==> src/rtl/naneye_gen_pkg.sv <==
// naneye_gen_pkg: shared states, encodings and LFSR
// constants for the NanEye stream generator.
package naneye_gen_pkg;

   typedef enum logic [1:0] {
      ST_IDLE,
      ST_FSYNC,
      ST_ROW_DATA,
      ST_ROW_GAP
   } gen_state_e;

   localparam logic [1:0] PAT_CNT   = 2'd0;
   localparam logic [1:0] PAT_CONST = 2'd1;
   localparam logic [1:0] PAT_LFSR  = 2'd2;
   localparam logic [1:0] PAT_CHECK = 2'd3;

   localparam logic [1:0] JM_SYM  = 2'd0;
   localparam logic [1:0] JM_POS  = 2'd1;
   localparam logic [1:0] JM_NEG  = 2'd2;
   localparam logic [1:0] JM_NONE = 2'd3;

   // x^16 + x^14 + x^13 + x^11 + 1 -> bits 15,13,12,10
   localparam logic [15:0] LFSR_TAPS = 16'hB400;

   // start bit + stop bit around each pixel
   localparam int WORD_OVH = 2;

endpackage

==> src/rtl/naneye_lfsr16.sv <==
// naneye_lfsr16: 16-bit Fibonacci LFSR that steps
// once per cycle while enabled.
module naneye_lfsr16
   import naneye_gen_pkg::*;
(
   input  logic        clk_i,
   input  logic        rst_ni,
   input  logic        en_i,
   input  logic [15:0] seed_i,
   output logic [15:0] state_o
);

   logic [15:0] state_q;
   logic [15:0] state_d;

   // shift left, feedback is the parity of the tapped bits
   always_comb begin
      state_d = state_q;
      if (en_i) begin
         state_d = {state_q[14:0], ^(state_q & LFSR_TAPS)};
      end
   end

   // state register, reloads the seed on reset
   always_ff @(posedge clk_i) begin
      if (!rst_ni) state_q <= seed_i;
      else         state_q <= state_d;
   end

   assign state_o = state_q;

endmodule

==> src/rtl/naneye_stream_gen.sv <==
// naneye_stream_gen: on-chip Manchester frame source
// with jittered half-bit timing for RX loopback.
module naneye_stream_gen
   import naneye_gen_pkg::*;
#(
   parameter int          D_WIDTH      = 10,
   parameter int          ROWS         = 250,
   parameter int          COLS         = 250,
   parameter int          HALF_CYC     = 4,
   parameter int          JIT          = 0,
   parameter int          FSYNC_HALVES = 6,
   parameter int          ROW_GAP      = 2,
   parameter logic [15:0] LFSR_SEED    = 16'hACE1
) (
   input  logic               SCLOCK,
   input  logic               RESET_N,
   input  logic               ENABLE,
   input  logic [1:0]         PATTERN,
   input  logic [1:0]         JIT_MODE,
   input  logic [D_WIDTH-1:0] CONST_VAL,
   output logic               TX_DATA,
   output logic               BIT_STROBE,
   output logic               LINE_START,
   output logic               FRAME_START,
   output logic               BUSY,
   output logic [15:0]        FRAME_CNT
);

   localparam int WORD = D_WIDTH + WORD_OVH;
   localparam int MAXB = (WORD > ROW_GAP) ? WORD : ROW_GAP;
   localparam int BW   = $clog2(MAXB);
   localparam int HW   = $clog2(FSYNC_HALVES);
   localparam int LW   = $clog2(HALF_CYC + JIT);
   localparam int CW   = (COLS > 1) ? $clog2(COLS) : 1;
   localparam int RW   = (ROWS > 1) ? $clog2(ROWS) : 1;

   localparam logic [BW-1:0] WORD_LAST = BW'(WORD - 1);
   localparam logic [BW-1:0] GAP_LAST  = BW'(ROW_GAP - 1);
   localparam logic [HW-1:0] FS_LAST   = HW'(FSYNC_HALVES - 1);
   localparam logic [CW-1:0] COL_LAST  = CW'(COLS - 1);
   localparam logic [RW-1:0] ROW_LAST  = RW'(ROWS - 1);

   gen_state_e          state_q, state_d;
   logic [LW-1:0]       cnt_q, cnt_d;
   logic [HW-1:0]       half_q, half_d;
   logic [BW-1:0]       bit_q, bit_d;
   logic [CW-1:0]       col_q, col_d;
   logic [RW-1:0]       row_q, row_d;
   logic [WORD-1:0]     sh_q, sh_d;
   logic [1:0]          pat_q, pat_d;
   logic [D_WIDTH-1:0]  cval_q, cval_d;
   logic [15:0]         fcnt_q, fcnt_d;
   logic                tx_q, tx_d;
   logic                bs_q, bs_d;
   logic                ls_q, ls_d;
   logic                fs_q, fs_d;
   logic                busy_q, busy_d;
   logic                load, go_word, go_row, go_frame;
   logic [15:0]         lfsr;

   naneye_lfsr16 u_lfsr (
      .clk_i   (SCLOCK),
      .rst_ni  (RESET_N),
      .en_i    (load),
      .seed_i  (LFSR_SEED),
      .state_o (lfsr)
   );

   // cycles-minus-one of the next half-period
   function automatic logic [LW-1:0] half_len(
      input logic [7:0] r,
      input logic [1:0] m
   );
      int v;
      int j;
      v = int'({24'd0, r});
      j = 0;
      if (JIT > 0) begin
         case (m)
            JM_SYM:  j = v % (2 * JIT + 1) - JIT;
            JM_POS:  j = v % (JIT + 1);
            JM_NEG:  j = -(v % (JIT + 1));
            default: j = 0;
         endcase
      end
      return LW'(HALF_CYC + j - 1);
   endfunction

   function automatic logic [D_WIDTH-1:0] pixel(
      input logic [1:0]         pat,
      input logic [CW-1:0]      c,
      input logic [RW-1:0]      r,
      input logic [15:0]        fc,
      input logic [D_WIDTH-1:0] cv,
      input logic [15:0]        lf
   );
      logic [D_WIDTH-1:0] p;
      unique case (pat)
         PAT_CNT:   p = D_WIDTH'(c) + D_WIDTH'(r) + D_WIDTH'(fc);
         PAT_CONST: p = cv;
         PAT_LFSR:  p = lf[D_WIDTH-1:0];
         default:   p = (c[0] ^ r[0]) ? '1 : '0;
      endcase
      return p;
   endfunction

   // next-state: advance the half/bit/col/row walk
   always_comb begin
      state_d  = state_q;
      cnt_d    = cnt_q;
      half_d   = half_q;
      bit_d    = bit_q;
      col_d    = col_q;
      row_d    = row_q;
      sh_d     = sh_q;
      pat_d    = pat_q;
      cval_d   = cval_q;
      fcnt_d   = fcnt_q;
      tx_d     = tx_q;
      bs_d     = 1'b0;
      ls_d     = 1'b0;
      fs_d     = 1'b0;
      load     = 1'b0;
      go_word  = 1'b0;
      go_row   = 1'b0;
      go_frame = 1'b0;
      if (cnt_q != '0) cnt_d = cnt_q - LW'(1);
      unique case (state_q)
         ST_IDLE: go_frame = ENABLE;
         ST_FSYNC: if (cnt_q == '0) begin
            if (half_q == FS_LAST) begin
               row_d  = '0;
               go_row = 1'b1;
            end else begin
               half_d = half_q + HW'(1);
               load   = 1'b1;
            end
         end
         ST_ROW_DATA: if (cnt_q == '0) begin
            if (half_q == '0) begin
               half_d = HW'(1);
               tx_d   = ~sh_q[WORD-1];
               load   = 1'b1;
            end else if (bit_q != WORD_LAST) begin
               half_d = '0;
               bit_d  = bit_q + BW'(1);
               sh_d   = {sh_q[WORD-2:0], 1'b0};
               tx_d   = sh_q[WORD-2];
               bs_d   = 1'b1;
               load   = 1'b1;
            end else if (col_q != COL_LAST) begin
               col_d   = col_q + CW'(1);
               go_word = 1'b1;
            end else begin
               state_d = ST_ROW_GAP;
               half_d  = '0;
               bit_d   = '0;
               tx_d    = 1'b1;
               bs_d    = 1'b1;
               load    = 1'b1;
            end
         end
         ST_ROW_GAP: if (cnt_q == '0) begin
            if (half_q == '0) begin
               half_d = HW'(1);
               tx_d   = 1'b0;
               load   = 1'b1;
            end else if (bit_q != GAP_LAST) begin
               half_d = '0;
               bit_d  = bit_q + BW'(1);
               tx_d   = 1'b1;
               bs_d   = 1'b1;
               load   = 1'b1;
            end else if (row_q != ROW_LAST) begin
               row_d  = row_q + RW'(1);
               go_row = 1'b1;
            end else begin
               fcnt_d = fcnt_q + 16'd1;
               if (ENABLE) begin
                  go_frame = 1'b1;
               end else begin
                  state_d = ST_IDLE;
                  tx_d    = 1'b0;
               end
            end
         end
      endcase
      if (go_row) begin
         state_d = ST_ROW_DATA;
         col_d   = '0;
         ls_d    = 1'b1;
         go_word = 1'b1;
      end
      if (go_word) begin
         half_d = '0;
         bit_d  = '0;
         sh_d   = {1'b1, pixel(pat_q, col_d, row_d, fcnt_q,
                                cval_q, lfsr), 1'b0};
         tx_d   = 1'b1;
         bs_d   = 1'b1;
         load   = 1'b1;
      end
      if (go_frame) begin
         state_d = ST_FSYNC;
         half_d  = '0;
         tx_d    = 1'b0;
         fs_d    = 1'b1;
         pat_d   = PATTERN;
         cval_d  = CONST_VAL;
         load    = 1'b1;
      end
      if (load) cnt_d = half_len(lfsr[7:0], JIT_MODE);
      busy_d = (state_d != ST_IDLE);
   end

   // registered state and outputs
   always_ff @(posedge SCLOCK) begin
      if (!RESET_N) begin
         state_q <= ST_IDLE;
         cnt_q   <= '0;
         half_q  <= '0;
         bit_q   <= '0;
         col_q   <= '0;
         row_q   <= '0;
         sh_q    <= '0;
         pat_q   <= '0;
         cval_q  <= '0;
         fcnt_q  <= '0;
         tx_q    <= 1'b0;
         bs_q    <= 1'b0;
         ls_q    <= 1'b0;
         fs_q    <= 1'b0;
         busy_q  <= 1'b0;
      end else begin
         state_q <= state_d;
         cnt_q   <= cnt_d;
         half_q  <= half_d;
         bit_q   <= bit_d;
         col_q   <= col_d;
         row_q   <= row_d;
         sh_q    <= sh_d;
         pat_q   <= pat_d;
         cval_q  <= cval_d;
         fcnt_q  <= fcnt_d;
         tx_q    <= tx_d;
         bs_q    <= bs_d;
         ls_q    <= ls_d;
         fs_q    <= fs_d;
         busy_q  <= busy_d;
      end
   end

   assign TX_DATA     = tx_q;
   assign BIT_STROBE  = bs_q;
   assign LINE_START  = ls_q;
   assign FRAME_START = fs_q;
   assign BUSY        = busy_q;
   assign FRAME_CNT   = fcnt_q;

endmodule

==> config.mk <==
export PLATFORM = sky130hd
export DESIGN_NAME = naneye_stream_gen
export DESIGN_NICKNAME = d
export VERILOG_FILES = /design/src/rtl/naneye_gen_pkg.sv /design/src/rtl/naneye_lfsr16.sv /design/src/rtl/naneye_stream_gen.sv
export SDC_FILE = /design/constraint.sdc
export NUM_CORES = 1
export LEC_CHECK = 0
export ABC_AREA = 1
export CAP_MARGIN = 30
export CORE_MARGIN = 4
export CORE_UTILIZATION = 60
export DETAILED_ROUTE_END_ITERATION = 16
export PLACE_DENSITY = 0.81
export SLEW_MARGIN = 10
export SYNTH_ARGS = -nofsm -noshare
export SYNTH_HDL_FRONTEND = slang
export SYNTH_SLANG_ARGS = --single-unit
==> constraint.sdc <==
create_clock -name SCLOCK -period 5.71 [get_ports SCLOCK]
set_clock_uncertainty 0.2 [all_clocks]
set_input_delay 0.571 -clock SCLOCK [delete_from_list [all_inputs] [get_ports SCLOCK]]
set_output_delay 0.571 -clock SCLOCK [all_outputs]
set_load 0.05 [all_outputs]
* Yosys cells after proc, flatten, opt, wreduce, memory -nomap -nowiden *
Cells that the tools add are included.

storage, ports and cells
  input port bits = 17
  flip-flop bits (word level) = 87
  output and inout port bits = 21
  logic and storage cells = 180

cells by class
  bitwise gates (word level) = 6
  multiplexer cells = 102
  equal/unequal tests = 26
  add/subtract/negate cells = 8
  reductions and logical operators = 22

operators with widths
  operator               number
  $mux 8                 12
  $mux 12                5
  $mux 1                 45
  $pmux 10 s3            1
  $mux 4                 7
  $mux 3                 9
  $mux 2                 13
  $add 16x1->16 const B  1
  $add 8x1->8 const B    2
  $ne 2x2->1 const B     8
  $ne 8x8->1 const B     2
  $pmux 8 s2             1
  $reduce_xor 16->1      1
  $ne 5x5->1 const B     3
  $reduce_and 7->1       2
  $reduce_bool 2->1      7
  $ne 3x3->1 const B     4
  $add 9x10->10          1
  $mux 10                1
  $add 8x8->9            1
  $pmux 3 s3             1
  $ne 4x4->1 const B     2
  $pmux 1 s2             4
  $pmux 4 s2             1
  other kinds (19)       30

* Depth between registers and ports, before layout *
Gate-level depths: netlist of run 1.

  depth in word-level cells = 11
  depth in mapped cells = 30

* Modules after synthesis *
From an unflattened synthesis of run 1, not the netlist that was laid out.

second synthesis, totals
  cells, all modules = 722
  area, all modules = 5293.8 um2

modules (own cells, without submodules)
  module             cells each  area each (um2)  sequential area each (um2)  times used
  naneye_stream_gen  638         4540.6           1421.4                      1
  naneye_lfsr16      84          753.2            480.5                       1

* Worst setup path before layout of run 1 *
OpenSTA, ideal clock, no wires.

  kind = flip-flop to flip-flop
  start point = reg half_q[0]
  end point = reg sh_q[8]
  clock period less this slack = 3448 ps
  stages on the path, launching flop included = 24
  library setup time = 70 ps
  buffers on the path = 0
  data arrival time = 3178 ps
  data required time = 5440 ps
  setup slack = 2262 ps
  path through = dfxtp_1 -> inv_1 -> ha_1 -> nand2_4 -> nand2_4 -> inv_4 -> nand4_2 -> nand2_1 -> nand3_1 -> fa_1 -> inv_1 -> ha_1 -> fa_1 -> nand3_1 -> nand3_1 -> nand3_1 -> nand2_1 -> nand2_1 -> nand2_1 -> o21bai_1 -> inv_1 -> nand3_1 -> nand2_1 -> a21oi_1

on the way
  word-level cells in the longest chain between the ends = 9

ends and longest elaborated chain
  element                                               RTL line                                                                      text
  start: declaration                                    naneye_stream_gen.sv:45                                                       logic [HW-1:0] half_q, half_d;
  start signal: assignment                              naneye_stream_gen.sv:237                                                      half_q <= half_d;
  $eq 3x3->1 / $logic_not 3->1 (equally long branches)  naneye_stream_gen.sv:131, naneye_stream_gen.sv:140, naneye_stream_gen.sv:164
  $mux 1, or another cell as far along                  naneye_stream_gen.sv:131                                                      if (half_q == FS_LAST) begin
  $mux 1, or another cell as far along                  naneye_stream_gen.sv:130                                                      ST_FSYNC: if (cnt_q == '0) begin
  $pmux 1 s2 / $mux 8 (equally long branches)           naneye_stream_gen.sv:128                                                      unique case (state_q)
  $mux 8                                                naneye_stream_gen.sv:188                                                      if (go_row) begin
  $add 8x8->9 / $xor 1x1->1 (equally long branches)     naneye_stream_gen.sv:99, naneye_stream_gen.sv:102
  $add 9x10->10 / $mux 10 (equally long branches)       naneye_stream_gen.sv:99, naneye_stream_gen.sv:102
  $pmux 10 s3                                           naneye_stream_gen.sv:98                                                       unique case (pat)
  $mux 12                                               naneye_stream_gen.sv:194                                                      if (go_word) begin
  end signal: assignment                                naneye_stream_gen.sv:225                                                      sh_q <= '0;
  end signal: assignment                                naneye_stream_gen.sv:241                                                      sh_q <= sh_d;
  end: declaration                                      naneye_stream_gen.sv:49                                                       logic [WORD-1:0] sh_q, sh_d;

Parallel ways exist; a longest one is shown, timed or not.
A chain may end at the register's enable or synchronous reset.

* Worst setup path after layout of run 1 *
  start point = reg half_q[0]
  end point = reg sh_q[8]

RTL lines
  element                                               RTL line                                            text
  $eq 3x3->1 / $logic_not 3->1 (equally long branches)  naneye_stream_gen.sv:131, naneye_stream_gen.sv:164
  $mux 8, on equally long branches                      naneye_stream_gen.sv:131, naneye_stream_gen.sv:164
  $mux 8, on equally long branches                      naneye_stream_gen.sv:130, naneye_stream_gen.sv:163
  $pmux 8 s2 (*)                                        naneye_stream_gen.sv:128
  via row_d[2]                                          naneye_stream_gen.sv:48                             logic [RW-1:0] row_q, row_d;
  $add 8x8->9 (*)                                       naneye_stream_gen.sv:99                             PAT_CNT: p = D_WIDTH'(c) + D_WIDTH'(r) + D_WIDTH'(fc);
  $add 9x10->10 (*)                                     naneye_stream_gen.sv:99
  $pmux 10 s3 (*)                                       naneye_stream_gen.sv:98
  $mux 12 (*)                                           naneye_stream_gen.sv:194

The timed path passes the listed nets; every way through them passes the cells marked *.

==> results of run 1 <==
[stage by stage]
step / total power, uW / area (sq um) / util [%] / instances
floorplan: 794 / 5170 / - / 721
global placement: 822 / 5560 / 67.0 / 845
detailed placement: 832 / 5560 / 67.0 / 845
CTS: 1280 / 5770 / 69.5 / 861
global route: 1330 / 5770 / 69.5 / 861
finish: 1270 / 5770 / 69.5 / 861
[per-layer routing]
layer / GRT usage (%) / share of wire [%]
met1: 29.9 / 41
met2: 45.0 / 50
met3: 5.05 / 6.2
met4: 9.02 / 2.5
met5: 0 / 0
[state kept, by name (all words and copies together), names as in the netlist]
register and flops:
FRAME_START 1, LINE_START 1, bit_q 4, cnt_q 2, cval_q 10, FRAME_CNT 16
TX_DATA 1, sh_q 11, BUSY 1, half_q 3, col_q 8, row_q 8
pat_q 2, BIT_STROBE 1, u_lfsr.state_o 16, state_q 2
[cells by family after synthesis]
group / count (synthesis) / synth area share, %
AOI/OAI and AO/OA: 128 / 14.0
DFF: 87 / 33.7
and+or+nand+nor: 342 / 31.5
xor gates and xnor gates: 14 / 2.37
buffers and inverters: 118 / 9.53
adders and majority gates: 32 / 8.90
[power breakdown]
part / switching (uW) / leakage (uW) / internal [uW] / total (uW)
registers: 18.1 / 0.000707 / 636 / 654
clock network: 232 / 0.000107 / 218 / 450
logic: 109 / 0.00160 / 57.2 / 166
[worst reg2reg max path, cell delays in order, from the launching register on]
cell      delay [ps]
dfxtp_1          410
inv_1             90
ha_1             240
nand2_4          120
nand2_4           90
inv_4            150
nand2_1          120
o21ai_0          290
o21bai_1         170
a31oi_1          150
fa_1             520
fa_1             470
nand3_1          100
nand3_1          140
nand3_1          120
nand2_1           70
nand2_1           70
nand2_1           50
o21bai_1         150
inv_1             60
nand3_1           90
nand2_1           60
a21oi_1          110
[final timing paths]
path / to / slack [ps]
max: sh_q[8]$_SDFFE_PN0P_ / 1600
min: u_lfsr.state_o[14]$_SDFFE_PN0P_ / 270
max reg2reg: sh_q[8]$_SDFFE_PN0P_ / 1600
min reg2reg: u_lfsr.state_o[14]$_SDFFE_PN0P_ / 270
[layout by cell type (no fill, tap or decap), drive strengths merged, types with 2 or more instances in the layout]
master	n
a211oi	4
a21oi	49
a221oi	2
a31oi	5
a41oi	2
and2	2
buf	3
clkbuf	10
clkdlybuf4s50	35
clkinv	2
dfxtp	87
fa	8
ha	24
inv	102
nand2	169
nand3	43
nand4	14
nor2	77
nor3	19
nor3b	4
nor4	5
o2111ai	3
o21a	3
o21ai	49
o21bai	3
o221ai	2
o22ai	2
or2	8
xnor2	8
xor2	6
[cell type report]
cell class / count / area, sq um
Clock inverter: 6 / 66.3
Sequential cell: 87 / 1740
Multi-Input combinational cell: 516 / 2940
Clock buffer: 10 / 138
Tap cell: 105 / 131
Timing Repair Buffer: 38 / 373
Inverter: 99 / 377
Fill cell: 708 / 2530
==> impl_metrics.yaml, run 1 <==
place:
  io_buffers: 35
  place_congestion: 0.924
  hpwl_um: 9250
  place_ws_ps: 1680
power_and_ir_drop:
  ir_drop_uv: 187
  power.leakage_uw: 0.00242
  power_density_nw_per_um2: 220
yosys:
  synthDistinctLibCells: 49
  syn_inst: 721
  synth_top_area_share_pct: 33.7
  synth.ff_latch_count: 87
  yosysMostFrequentCell: "nand2_1"
  ys_seq_area_share_pct: 33.7
  syn_avg_cell_area_sq_um: 7.18
  synthArstFlopShare_pct: 0
  synth_ff_type: "dfxtp_1"
  synth_commonest_cells: "nand2_1, inv_1, dfxtp_1"
  synth-edff-count: 0
  synth_area_sq_um: 5170
  yosysWarnings: 0
  netlist_top_cells_area: "dfxtp_1, nand2_1, inv_1, ha_1, nor2_1"
  syn_nets: 770
  synth_largest_area_cell: "dfxtp_1"
cts:
  clock_latency_ps: 360
  cts-root-buf: "clkbuf_8"
  cts_resized: 0
  cts_setup_buffers: 0
  clock_sinks: 87
  htree_levels: 3
  cts.clk_slew.worst_paths_ps: 100
  postCtsHoldBufs: 0
  cts_buffers: 9
  cts_buffer_depth: 2
  tritoncts: "done"
timing:
  setup_viol: 0
  fin_ws_ps: 1600
  worst_pin_slew_ps: 799
  max-slew-margin-rel_pct: 46.5
  fin_tns_setup_ps: 0
  slew_violations: 0
  period_share_pct: 72.0
  finalHoldViolCount: 0
  hold_ws_ps: 267
  rsz0062_at_grt: "false"
  fmax_mhz: 243
  min_period_ps: 4110
drt:
  wirelength_um: 12100
  drt_iter0_drc: 208
  drtAntennaViolNets: 0
  wl_per_cell_um: 14.0
  firstDrtPassIters: 5
  via_per_inst: 5.64
  num_vias: 4856
  drc_errors: 0
cells_and_area:
  nNetsFinal: 800
  drive_gt1_share_pct: 9.39
  area_growth_pct: 11.4
  diodes: 0
critical_path:
  cp_top_family: "adder cells"
  reg2regPathDepth: 22
  cpMostUsedCell: "nand2_1"
  cp.depth: 22
  cp_cell_sequence: "inv_1 > ha_1 > nand2_4 > nand2_4 > inv_4 > nand2_1 > o21ai_0 > o21bai_1 > a31oi_1 > fa_1 > fa_1 > nand3_1 > nand3_1 > nand3_1 > nand2_1 > nand2_1 > nand2_1 > o21bai_1 > inv_1 > nand3_1 > nand2_1 > a21oi_1"
  crit_required_ps: 5800
  slowest_stage: "fa_1"
  setup.worst_path.start: "half_q[0]$_SDFFE_PP0P_"
  cp-start-kind: "flip-flop"
  cp.arrival_ps: 4200
  reg2reg_from: "half_q[0]$_SDFFE_PP0P_"
  cp_slowest_stage_delay_ps: 510
  critPathMaxFanout: 9
  worstSetupPathType: "flip-flop to flip-flop"
  crit_buf_inv: 3
  crit_path_end_kind: "flip-flop"
global_route:
  grt_start_max_net_pins: 39
  grt_pass1_vias: 4728
  antenna_found_initial: 0
  grtUsageTotal_pct: 25.2
  grt_pass1_wl_um: 20900
  grt-ovfl-total: 0
floorplanning:
  die-area_sq_um: 10200
  die_h_um: 101
  die_x_um: 101
  coreArea_sq_um: 8300
  num_rows: 33
  start_util_pct: 62.3
  pin_count: 38
min_path:
  whs_path_depth: 2
  hold_start: "u_lfsr.state_o[14]$_SDFFE_PN0P_"
  hold_path.class: "flip-flop to flip-flop"
flow_run:
  maxCapViolCount: 0
status:
  status: "completed"
Note: power is estimated with default switching activity, not from simulation.
==> inputs of run 2 (changes only) <==
--- a/config.mk
+++ b/config.mk
@@ -8,9 +8,9 @@
 export ABC_AREA = 1
 export CAP_MARGIN = 30
 export CORE_MARGIN = 4
-export CORE_UTILIZATION = 60
+export CORE_UTILIZATION = 59
 export DETAILED_ROUTE_END_ITERATION = 16
-export PLACE_DENSITY = 0.81
+export PLACE_DENSITY = 0.8
 export SLEW_MARGIN = 10
 export SYNTH_ARGS = -nofsm -noshare
 export SYNTH_HDL_FRONTEND = slang
==> constraint.sdc (replaced) <==
create_clock -name SCLOCK -period 4.11 [get_ports SCLOCK]
set_clock_uncertainty 0.2 [all_clocks]
set_input_delay 0.411 -clock SCLOCK [delete_from_list [all_inputs] [get_ports SCLOCK]]
set_output_delay 0.411 -clock SCLOCK [all_outputs]
set_load 0.05 [all_outputs]
==> run 2 against run 1 <==
Worst hold slack better by 4.7 ps. Register-to-register slack worse by 1300 ps. Via count hardly changed. Worst setup slack worse by 1300 ps. Fmax is 7.7% higher. Non-clock buffer count is 10 higher. Sequential power is 39% higher. Critical path depth stayed put. Clock-buffer cell count stayed put. Die area is 1.6% higher. First-iteration DRC count is 11% lower. Critical endpoint is now sh_q[9]$_SDFFE_PN0P_.
==> impl_metrics.yaml, run 2 (same netlist as run 1, synthesis figures left out) <==
status:
  status: "completed"
critical_path:
  critPathMaxFanout: 7
  cp_cell_sequence: "ha_1 > nand2_1 > nor2_4 > inv_1 > nor3_2 > nand2_1 > xnor2_1 > inv_1 > nor2_2 > fa_1 > ha_1 > a21oi_1 > o21ai_0 > nor2_1 > nand2_1 > nand2_1 > nand3_1 > nand2_1 > inv_1 > nand3_1 > nand2_1 > a21oi_1"
  rrSetupSlack_ps: 290
  crit_required_ps: 4210
  cp-start-kind: "flip-flop"
  reg2regPathDepth: 22
  reg2reg_to: "sh_q[9]$_SDFFE_PN0P_"
  cp.arrival_ps: 3910
  cp_slowest_stage_delay_ps: 450
  slowest_stage: "fa_1"
  setup.worst_path.start: "bit_q[0]$_SDFFE_PP0P_"
  reg2reg_from: "bit_q[0]$_SDFFE_PP0P_"
  cpMostUsedCell: "nand2_1"
  worstSetupPathType: "flip-flop to flip-flop"
  crit_path_end_kind: "flip-flop"
  endpoint: "sh_q[9]$_SDFFE_PN0P_"
timing:
  worst_pin_slew_ps: 813
  fmax_mhz: 262
  finalHoldViolCount: 0
  slew_violations: 0
  fin_tns_setup_ps: 0
  fin_ws_ps: 292
  max-slew-margin-rel_pct: 45.6
  period_share_pct: 92.9
  setup_viol: 0
  min_period_ps: 3820
  hold_ws_ps: 272
drt:
  drt_iter0_drc: 186
  drc_errors: 0
  wirelength_um: 12600
  num_vias: 4855
  firstDrtPassIters: 5
  drtAntennaViolNets: 0
  wl_per_cell_um: 14.5
  via_per_inst: 5.57
flow_run:
  maxCapViolCount: 0
power_and_ir_drop:
  ir_drop_uv: 203
  p_comb_share_pct: 13.2
  p_sw_uw: 507
  p_int_uw: 1320
  clockPowerShare_pct: 36.9
  sequentialPowerShare_pct: 49.9
  switching_share_pct: 27.8
  power.leakage_uw: 0.00246
  power_density_nw_per_um2: 306
cts:
  cts-root-buf: "clkbuf_8"
  postCtsHoldBufs: 0
  clock_latency_ps: 370
  cts_buffers: 9
  clock_sinks: 87
  tritoncts: "done"
  cts_buffer_depth: 2
  cts.clk_slew.worst_paths_ps: 90
  htree_levels: 3
cells_and_area:
  layout_common_cells: "nand2_1, inv_1, dfxtp_1"
  layout_commonest_cell: "nand2_1"
  nNetsFinal: 810
  drive_gt1_share_pct: 13.8
  area_growth_pct: 15.3
  final_area_sq_um: 5960
  diodes: 0
floorplanning:
  die_h_um: 102
  coreArea_sq_um: 8380
  start_util_pct: 61.7
  num_rows: 33
  die_x_um: 102
  pin_count: 38
  die-area_sq_um: 10300
global_route:
  grt-ovfl-total: 0
  grt_pass1_wl_um: 21100
  grtUsageTotal_pct: 25.5
  grt_start_max_net_pins: 39
  grt_pass1_vias: 4693
  antenna_found_initial: 0
place:
  place_congestion: 0.890
  hpwl_um: 9340
  place_ws_ps: 147
  io_buffers: 35
  place_area_sq_um: 5600
min_path:
  whs_path_depth: 2
  hold_path.class: "flip-flop to flip-flop"
-- run 2: changes by cell type in the layout (fill, tap and decap cells not counted), sizes merged --
cell	before	now
buf	3	13
bufinv	1	2
clkinv	2	1
clkinvlp	0	1
inv	102	101
-- run 2: power by group through the flow --
| stage | Clock [uW] | Combinational [uW] | Sequential [uW] |
|---|---|---|---|
| after CTS | 684 | 236 | 908 |
| after global routing | 723 | 271 | 914 |
| after floorplan | 0 | 176 | 927 |
| after global placement | 0 | 227 | 926 |
| final | 674 | 241 | 909 |
| after detailed placement | 0 | 234 | 928 |
-- run 2: worst max-delay path: cells and delay by family (launching register included) --
kind	cells	cell delay, ps
AOI/OAI and AO/OA	3	430
xor gates and xnor gates	1	140
DFF	1	380
buffers and inverters	3	270
and+or+nand+nor	12	1300
adders and majority gates	3	1020
-- run 2: worst min-delay path by stage --
| stage | slack (ps) | end | start |
|---|---|---|---|
| final | 270 | u_lfsr.state_o[12]$_SDFFE_PN0P_ | u_lfsr.state_o[11]$_SDFFE_PN1P_ |
| after global routing | 300 | u_lfsr.state_o[8]$_SDFFE_PN0P_ | u_lfsr.state_o[7]$_SDFFE_PN1P_ |
| after CTS | 270 | sh_q[1]$_SDFFE_PN0P_ | sh_q[1]$_SDFFE_PN0P_ |
| after detailed placement | 260 | sh_q[1]$_SDFFE_PN0P_ | sh_q[1]$_SDFFE_PN0P_ |
| after global placement | 240 | u_lfsr.state_o[11]$_SDFFE_PN1P_ | u_lfsr.state_o[11]$_SDFFE_PN1P_ |
| after floorplan | 230 | u_lfsr.state_o[11]$_SDFFE_PN1P_ | u_lfsr.state_o[11]$_SDFFE_PN1P_ |
-- run 2: through the flow --
step           cells  power [uW]  utilization [%]
6_report         871        1820             71.2
3_5_place_dp     850        1160             66.8
5_1_grt          871        1910             71.2
3_3_place_gp     850        1150             66.8
4_1_cts          866        1830             69.4
2_1_floorplan    721        1100                -
-- run 2: area by class of cell --
cell class / count / area (sq um)
well taps: 105 / 131
clock buffers: 10 / 128
fillers: 695 / 2420
multi-input cells: 516 / 3040
flip-flops and latches: 87 / 1750
repair buffers: 48 / 448
inverters: 99 / 382
clock inverters: 6 / 90.1
-- run 2: repair_timing --
| action | in CTS | in global routing |
|---|---|---|
| endpoints found under the setup margin | 0 | 5 |
| resized for setup | 0 | 33 |
| setup buffers | 0 | 5 |
-- run 2: layer usage --
layer	GRT usage (%)	part of all wire (%)	vias to the layer above
li1	-	-	2439
met4	11.6	2.7	0
met5	0	0	-
met3	3.79	4.2	28
met2	45.1	49	128
met1	30.3	44	2260
